===== src/rtl/display_pkg.sv =====
// Shared constants, register map, glyphs and control layout for the BCD display peripheral.
package display_pkg;

  localparam int unsigned NUM_DIGITS = 5;
  localparam int unsigned DIGIT_W    = 4;
  localparam int unsigned SHADOW_W   = NUM_DIGITS * DIGIT_W;
  localparam int unsigned DATA_W     = 16;
  localparam int unsigned RDATA_W    = 32;
  localparam int unsigned ADDR_W     = 5;
  localparam int unsigned SEG_W      = 7;
  localparam int unsigned IDX_W      = 3;

  localparam logic [ADDR_W-1:0] ADDR_DIGITS_LO = 5'h00;
  localparam logic [ADDR_W-1:0] ADDR_DIGITS_HI = 5'h04;
  localparam logic [ADDR_W-1:0] ADDR_CTRL      = 5'h08;
  localparam logic [ADDR_W-1:0] ADDR_STATUS    = 5'h0C;

  localparam int unsigned CTRL_ENABLE_BIT = 0;
  localparam int unsigned CTRL_BLANK_BIT  = 1;
  localparam int unsigned CTRL_BLINK_BIT  = 2;

  // Active-low glyphs, bit order {g,f,e,d,c,b,a}
  localparam logic [SEG_W-1:0] SEG_0    = 7'h40;
  localparam logic [SEG_W-1:0] SEG_1    = 7'h79;
  localparam logic [SEG_W-1:0] SEG_2    = 7'h24;
  localparam logic [SEG_W-1:0] SEG_3    = 7'h30;
  localparam logic [SEG_W-1:0] SEG_4    = 7'h19;
  localparam logic [SEG_W-1:0] SEG_5    = 7'h12;
  localparam logic [SEG_W-1:0] SEG_6    = 7'h02;
  localparam logic [SEG_W-1:0] SEG_7    = 7'h78;
  localparam logic [SEG_W-1:0] SEG_8    = 7'h00;
  localparam logic [SEG_W-1:0] SEG_9    = 7'h10;
  localparam logic [SEG_W-1:0] SEG_DASH = 7'h3F;
  localparam logic [SEG_W-1:0] SEG_OFF  = 7'h7F;

  typedef struct packed {
    logic blink;
    logic blank;
    logic enable;
  } ctrl_t;

endpackage


===== src/rtl/peripheral_bcd_display_if.sv =====
// CPU register bus between the host and the BCD display peripheral.
interface peripheral_bcd_display_if;
  import display_pkg::*;

  logic [DATA_W-1:0]  data_input;
  logic               chip_select;
  logic [ADDR_W-1:0]  address;
  logic               read;
  logic               write;
  logic [RDATA_W-1:0] data_output;

  modport master (
    output data_input, chip_select, address, read, write,
    input  data_output
  );

  modport slave (
    input  data_input, chip_select, address, read, write,
    output data_output
  );

endinterface


===== src/rtl/peripheral_bcd_display_bcd_to_seg.sv =====
// Combinational nibble to active-low seven-segment glyph; A-F show a dash.
module bcd_to_seg
  import display_pkg::*;
(
  input  logic [DIGIT_W-1:0] nibble,
  output logic [SEG_W-1:0]   seg_c
);

  always_comb begin
    seg_c = SEG_DASH;
    case (nibble)
      4'd0:    seg_c = SEG_0;
      4'd1:    seg_c = SEG_1;
      4'd2:    seg_c = SEG_2;
      4'd3:    seg_c = SEG_3;
      4'd4:    seg_c = SEG_4;
      4'd5:    seg_c = SEG_5;
      4'd6:    seg_c = SEG_6;
      4'd7:    seg_c = SEG_7;
      4'd8:    seg_c = SEG_8;
      4'd9:    seg_c = SEG_9;
      default: seg_c = SEG_DASH;
    endcase
  end

endmodule


===== src/rtl/peripheral_bcd_display.sv =====
// Double-buffered five-digit multiplexed seven-segment driver with register interface.
// Optional blinking is built when DISPLAY_BLINK_EN is defined.
module peripheral_bcd_display
  import display_pkg::*;
#(
  parameter int unsigned REFRESH_DIV = 50000,
  parameter int unsigned BLINK_TICKS = 250
) (
  input  logic                  clock,
  input  logic                  reset,
  peripheral_bcd_display_if.slave bus,
  output logic [SEG_W-1:0]      seg,
  output logic [NUM_DIGITS-1:0] anode
);

  localparam int unsigned CNT_W = $clog2(REFRESH_DIV);

  if (REFRESH_DIV < 2) begin : g_div_check
    $error("REFRESH_DIV must be at least 2");
  end
  if (BLINK_TICKS < 1) begin : g_blink_check
    $error("BLINK_TICKS must be at least 1");
  end

  logic [CNT_W-1:0]      refresh_cnt;
  logic [IDX_W-1:0]      scan_idx;
  logic [SHADOW_W-1:0]   shadow;
  logic [SHADOW_W-1:0]   active;
  ctrl_t                 ctrl;
  logic                  pending;

  logic                  tick_c;
  logic                  commit_c;
  logic                  wr_c;
  logic                  rd_c;
  logic                  digit_wr_c;
  logic [RDATA_W-1:0]    rdata_c;
  logic [DIGIT_W-1:0]    digit_c;
  logic                  blanked_c;
  logic [NUM_DIGITS-1:0] lead_zero_c;
  logic                  zero_run_c;
  logic [SEG_W-1:0]      glyph_c;
  logic [SEG_W-1:0]      seg_next_c;
  logic [NUM_DIGITS-1:0] anode_next_c;

  assign tick_c     = (refresh_cnt == CNT_W'(REFRESH_DIV - 1));
  assign wr_c       = bus.chip_select & bus.write;
  assign rd_c       = bus.chip_select & bus.read & ~bus.write;
  assign digit_wr_c = wr_c & ((bus.address == ADDR_DIGITS_LO) | (bus.address == ADDR_DIGITS_HI));
  // Frame-boundary commit, or continuous follow while the display is off
  assign commit_c   = ~ctrl.enable | (tick_c & (scan_idx == IDX_W'(NUM_DIGITS - 1)));

  always_comb begin
    rdata_c = '0;
    case (bus.address)
      ADDR_DIGITS_LO: rdata_c[DATA_W-1:0]  = shadow[DATA_W-1:0];
      ADDR_DIGITS_HI: rdata_c[DIGIT_W-1:0] = shadow[SHADOW_W-1:DATA_W];
      ADDR_CTRL:      rdata_c[2:0]         = ctrl;
      ADDR_STATUS:    rdata_c[IDX_W:0]     = {scan_idx, pending};
      default:        rdata_c = '0;
    endcase
  end

  // Zero run from the top digit down; digit 0 always shows
  always_comb begin
    lead_zero_c = '0;
    zero_run_c  = 1'b1;
    for (int i = NUM_DIGITS - 1; i > 0; i--) begin
      zero_run_c     = zero_run_c & (active[i*DIGIT_W +: DIGIT_W] == '0);
      lead_zero_c[i] = zero_run_c;
    end
  end

  always_comb begin
    digit_c   = active[DIGIT_W-1:0];
    blanked_c = 1'b0;
    for (int i = 0; i < NUM_DIGITS; i++) begin
      if (scan_idx == IDX_W'(i)) begin
        digit_c   = active[i*DIGIT_W +: DIGIT_W];
        blanked_c = ctrl.blank & lead_zero_c[i];
      end
    end
  end

  bcd_to_seg u_bcd_to_seg (
    .nibble (digit_c),
    .seg_c  (glyph_c)
  );

`ifdef DISPLAY_BLINK_EN
  localparam int unsigned BLINK_W = $clog2(BLINK_TICKS + 1);

  logic [BLINK_W-1:0] blink_cnt;
  logic               blink_phase;
  logic               blink_hide;
  logic               blink_wrap_c;

  assign blink_wrap_c = (blink_cnt == BLINK_W'(BLINK_TICKS - 1));

  // Hide decision is latched per tick so it lines up with slot changes
  always_ff @(posedge clock) begin
    if (reset) begin
      blink_cnt   <= '0;
      blink_phase <= 1'b0;
      blink_hide  <= 1'b0;
    end else if (tick_c) begin
      blink_cnt   <= blink_wrap_c ? '0 : blink_cnt + BLINK_W'(1);
      blink_phase <= blink_phase ^ blink_wrap_c;
      blink_hide  <= ctrl.blink & (blink_phase ^ blink_wrap_c);
    end
  end
`else
  logic blink_hide;
  assign blink_hide = 1'b0;
`endif

  always_comb begin
    anode_next_c = '1;
    seg_next_c   = SEG_OFF;
    if (ctrl.enable && !blanked_c) begin
      anode_next_c = ~(NUM_DIGITS'(1) << scan_idx);
      seg_next_c   = glyph_c;
      if (blink_hide) begin
        anode_next_c = '1;
      end
    end
  end

  always_ff @(posedge clock) begin
    if (reset) begin
      refresh_cnt     <= '0;
      scan_idx        <= '0;
      shadow          <= '0;
      active          <= '0;
      ctrl            <= '0;
      pending         <= 1'b0;
      bus.data_output <= '0;
      anode           <= '1;
      seg             <= SEG_OFF;
    end else begin
      refresh_cnt <= tick_c ? '0 : refresh_cnt + CNT_W'(1);
      if (tick_c) begin
        scan_idx <= (scan_idx == IDX_W'(NUM_DIGITS - 1)) ? '0 : scan_idx + IDX_W'(1);
      end
      if (commit_c) begin
        active <= shadow;
      end
      if (digit_wr_c) begin
        pending <= 1'b1;
      end else if (commit_c) begin
        pending <= 1'b0;
      end
      if (wr_c) begin
        case (bus.address)
          ADDR_DIGITS_LO: shadow[DATA_W-1:0]        <= bus.data_input;
          ADDR_DIGITS_HI: shadow[SHADOW_W-1:DATA_W] <= bus.data_input[DIGIT_W-1:0];
          ADDR_CTRL: begin
            ctrl.enable <= bus.data_input[CTRL_ENABLE_BIT];
            ctrl.blank  <= bus.data_input[CTRL_BLANK_BIT];
`ifdef DISPLAY_BLINK_EN
            ctrl.blink  <= bus.data_input[CTRL_BLINK_BIT];
`endif
          end
          default: ;
        endcase
      end
      if (rd_c) begin
        bus.data_output <= rdata_c;
      end
      anode <= anode_next_c;
      seg   <= seg_next_c;
    end
  end

endmodule

===== src/flat_wrapper.sv =====
// flat-port wrapper written by rule: the top's interface ports become plain ports
module peripheral_bcd_display_flat import display_pkg::*;
#(
  parameter int unsigned REFRESH_DIV = 50000,
  parameter int unsigned BLINK_TICKS = 250
)
  (clock, reset, seg, anode, bus_data_input, bus_chip_select, bus_address, bus_read, bus_write, bus_data_output);
  peripheral_bcd_display_if bus_i ();
  input  logic clock;
  input  logic reset;
  output logic [SEG_W-1:0] seg;
  output logic [NUM_DIGITS-1:0] anode;
  input wire logic [$bits(bus_i.data_input)-1:0] bus_data_input;
  input wire logic [$bits(bus_i.chip_select)-1:0] bus_chip_select;
  input wire logic [$bits(bus_i.address)-1:0] bus_address;
  input wire logic [$bits(bus_i.read)-1:0] bus_read;
  input wire logic [$bits(bus_i.write)-1:0] bus_write;
  output wire logic [$bits(bus_i.data_output)-1:0] bus_data_output;
  assign bus_i.data_input = bus_data_input;
  assign bus_i.chip_select = bus_chip_select;
  assign bus_i.address = bus_address;
  assign bus_i.read = bus_read;
  assign bus_i.write = bus_write;
  assign bus_data_output = bus_i.data_output;
  peripheral_bcd_display #(.REFRESH_DIV(REFRESH_DIV), .BLINK_TICKS(BLINK_TICKS)) u_core (.clock(clock), .reset(reset), .bus(bus_i), .seg(seg), .anode(anode));
endmodule

===== config.mk =====
export PLATFORM = sky130hd
export DESIGN_NAME = peripheral_bcd_display_flat
export DESIGN_NICKNAME = d
export VERILOG_FILES = /design/src/rtl/display_pkg.sv /design/src/rtl/peripheral_bcd_display_if.sv /design/src/rtl/peripheral_bcd_display_bcd_to_seg.sv /design/src/rtl/peripheral_bcd_display.sv /design/src/flat_wrapper.sv
export SDC_FILE = /design/constraint.sdc
export NUM_CORES = 1
export LEC_CHECK = 0
export ABC_CLOCK_PERIOD_IN_PS = 3300
export CAP_MARGIN = 20
export CORE_ASPECT_RATIO = 1.2
export CORE_MARGIN = 2
export CORE_UTILIZATION = 45
export CTS_CLUSTER_DIAMETER = 100
export DETAILED_ROUTE_END_ITERATION = 16
export GPL_ROUTABILITY_DRIVEN = 0
export PLACE_DENSITY = 0.76
export SYNTH_ARGS = -nofsm -noshare
export SYNTH_HDL_FRONTEND = slang
export SYNTH_HIERARCHICAL = 1
export SYNTH_SLANG_ARGS = --single-unit

===== constraint.sdc =====
create_clock -name clock -period 3.3 [get_ports clock]
set_input_delay 0.825 -clock clock [delete_from_list [all_inputs] [get_ports clock]]
set_output_delay 0.825 -clock clock [all_outputs]
set_load 0.03 [all_outputs]

==> impl_metrics.yaml <==
logic_synthesis:
  synthMuxAreaShare_pct: 3.20
  syn_inst: 541
  synthAdderAreaFrac_pct: 2.99
  synthFlopType: "dfxtp_1"
  synth_top_family_by_area: "simple AND/OR/NAND/NOR gates"
  yosys_warnings: 6
  post_synth_and_or_nand_nor_area_fraction_pct: 28.5
  synth-seq-area-share_pct: 39.1
  avgSynthCellArea_um2: 8.52
  ys_ff_latch: 90
  synth_compound_area_share_pct: 15.8
  synth.distinct_cells: 58
  synthesis.area_um2: 4610
  synthXorXnorAreaFrac_pct: 2.47
  synth_edf_count: 0
  ys_async_sr_fraction_pct: 0
routing:
  drcViolationCount: 0
  first_iter_violations: 351
  via_per_inst: 5.66
  first_pass_iters: 6
  vias: 3984
  antenna_left: 0
  wire_per_inst_um: 14.8
  routed_wl_um: 10400
worst_setup_path:
  reg2reg_from: "u_core/scan_idx[0]"
  worst_ep_arrival_time_ns: 3.03
  crit_required_ns: 3.58
  crit_type: "reg -> reg"
  startpoint: "u_core/scan_idx[0]"
  critPathMaxFanout: 11
  end_kind: "flip-flop"
  start_kind: "flip-flop"
finish:
  multi_input_area_um2: 2510
  final.fill_count: 913
  drive_gt1_share_pct: 6.75
  diodes: 0
  fin_area_um2: 5400
  area_delta_synth_final_pct: 17.2
  regArea_um2: 1800
  nets: 610
worst_hold_path:
  min_from: "u_core/refresh_cnt[0]"
  min_path_type: "reg -> reg"
timing:
  min_period_over_period_pct: 83.2
  max_slew_margin_pct: 46.4
  rsz0062_at_grt: "no"
  clock.fmax_mhz: 364
  fin_setup_tns_ns: 0
  fin_skew_ns: 0.00417
  tightest_slew_ns: 0.805
  hold_violations: 0
  setup_viol: 0
  period_needed_ns: 2.75
  slew_violations: 0
  timing.hold.ws_ns: 0.473
global_route:
  grt_pass1_wl_um: 17600
  grt_use_total_pct: 19.9
  grt-ovfl-total: 0
  grt_pass1_vias: 3767
  antenna_found_initial: 0
  grt_max_degree: 84
floorplan:
  die_width_um: 96.4
  start_util_pct: 46.0
  ios: 70
  die_area_um2: 11100
  core-area_um2: 10000
  rows: 40
  die_h_um: 115
outcome:
  status: "complete, no violations"
clock_tree:
  h-tree-depth: 3
  path_clk_slew_ns: 0.06
  root_buffer: "clkbuf_16"
  clkSinkCount: 90
  cts_setup_buffers: 0
  cts_resized: 0
  cts_buffers: 9
  cts_hold_buf: 0
  cts_tree: "built"
  cts_buffer_depth: 2
  clkLatencyLatePin_ns: 0.34
job:
  cap_violations: 0
pwr:
  power_density_nw_per_um2: 396
  total_power_w: 0.00214
  vdd_drop_max_mv: 0.281
  p_leak_nw: 2.12
placement:
  dpl.hpwl_um: 7090
  io_buffers: 53
  dpl-instance-area_um2: 5120
-- power breakdown --
part / leakage [nW] / switching [W] / internal, W
clock network: 0.131 / 0.000408 / 0.000526
logic: 1.26 / 0.0000665 / 0.0000390
registers: 0.726 / 0.00000525 / 0.00109
total: 2.12 / 0.000480 / 0.00166
-- worst paths after layout --
path,end,slack (ns),depth (start not counted)
worst max register to register,u_core/seg[4],0.55,10
worst min-delay path,u_core/refresh_cnt[0],0.47,1
worst max-delay path,u_core/seg[4],0.55,10
worst min register to register,u_core/refresh_cnt[0],0.47,1
-- cells by family after synthesis --
logic type	Yosys count
other cells	1
compound gates	110
buf+inv	71
xor+xnor	13
mux	12
fa+ha+maj	11
flops	90
simple gates	233
-- state kept, by name, indices dropped and copies added (netlist names), 2 cells and up --
name,count
u_core/active,20
u_core/anode,5
u_core/bus.data_output,16
u_core/ctrl,2
u_core/refresh_cnt,16
u_core/scan_idx,3
u_core/seg,7
u_core/shadow,20
-- critical path: stages, from the launching register on --
cell	delay (ns)
dfxtp_1	0.43
inv_1	0.09
ha_1	0.31
o21ai_0	0.41
a221oi_1	0.16
o21ai_0	0.40
inv_1	0.17
ha_1	0.25
or2b_1	0.22
a31oi_1	0.14
nand2b_1	0.11
-- routing by layer --
metal	track usage, %	share of wire, %	wire length, um
met1	26.3	46	4750
met5	0	0	0
met2	31.4	48	4940
met3	3.60	5.0	521
met4	8.92	1.7	180
-- area by class of cell --
class	instances	share of cell area, %
multi-input combinational	395	46.5
inverter	13	0.904
clock inverter	5	0.556
timing repair buffer	64	11.3
sequential	90	33.4
clock buffer	11	4.50
tap	126	2.92
-- synth_stat cells, types with 2 or more instances --
| cell | count | area [um^2] |
|---|---|---|
| nand2_1 | 53 | 199 |
| buf_1 | 4 | 15.0 |
| nor4_1 | 6 | 37.5 |
| nand3b_1 | 2 | 15.0 |
| a221oi_1 | 4 | 35.0 |
| buf_4 | 16 | 120 |
| buf_2 | 7 | 35.0 |
| a22o_1 | 2 | 17.5 |
| nand4b_1 | 2 | 17.5 |
| a21o_1 | 2 | 15.0 |
| and3b_1 | 2 | 17.5 |
| mux2i_1 | 8 | 80.1 |
| clkbuf_1 | 27 | 101 |
| nand2b_1 | 28 | 175 |
| and3_1 | 22 | 138 |
| mux2_2 | 2 | 22.5 |
| a21oi_1 | 41 | 205 |
| buf_6 | 3 | 33.8 |
| nor3_1 | 3 | 15.0 |
| a211o_1 | 21 | 184 |
| nor4b_1 | 20 | 175 |
| nand4_1 | 3 | 18.8 |
| or3_1 | 4 | 25.0 |
| o31ai_1 | 2 | 15.0 |
| xnor2_1 | 11 | 96.3 |
| inv_1 | 12 | 45.0 |
| dfxtp_1 | 90 | 1800 |
| a22oi_1 | 18 | 135 |
| nor4bb_1 | 2 | 20.0 |
| o21ai_0 | 15 | 75.1 |
| xor2_1 | 2 | 17.5 |
| nor2_1 | 42 | 158 |
| and4b_1 | 2 | 20.0 |
| ha_1 | 11 | 138 |
| mux4_2 | 2 | 45.0 |
| nand3_1 | 28 | 140 |
-- layout by cell type, fill, tap and decap left out, types with 2 or more instances in the layout --
cell type and count:
xor2_1 2, or3_1 4, nand3b_1 2, clkinvlp_4 2, nand4b_1 2, dfxtp_1 90, clkbuf_16 9, o21ai_0 15
nor4_1 6, xnor2_1 11, nand4_1 3, mux4_2 2, nor4b_1 20, nand2_1 53, mux2_2 2, clkinv_2 3
clkdlybuf4s50_1 52, nand3_1 28, nor3_1 3, a22oi_1 18, mux2i_1 8, buf_4 11, ha_1 11, nor2_1 42
and3b_1 2, a21o_1 2, and4b_1 2, conb_1 16, a211o_1 21, o31ai_1 2, a21oi_1 41, nand2b_1 28
a221oi_1 4, and3_1 22, a22o_1 2, inv_1 12
-- per-stage QoR --
stage	cells	worst slack (ns)	util, %
after CTS	704	0.553	53.9
after global placement	688	0.718	51.2
after floorplan	556	0.456	-
after global routing	704	0.229	53.9
after detailed placement	688	0.571	51.2
final	704	0.553	53.9
Note: power is estimated with default switching activity, not from simulation.
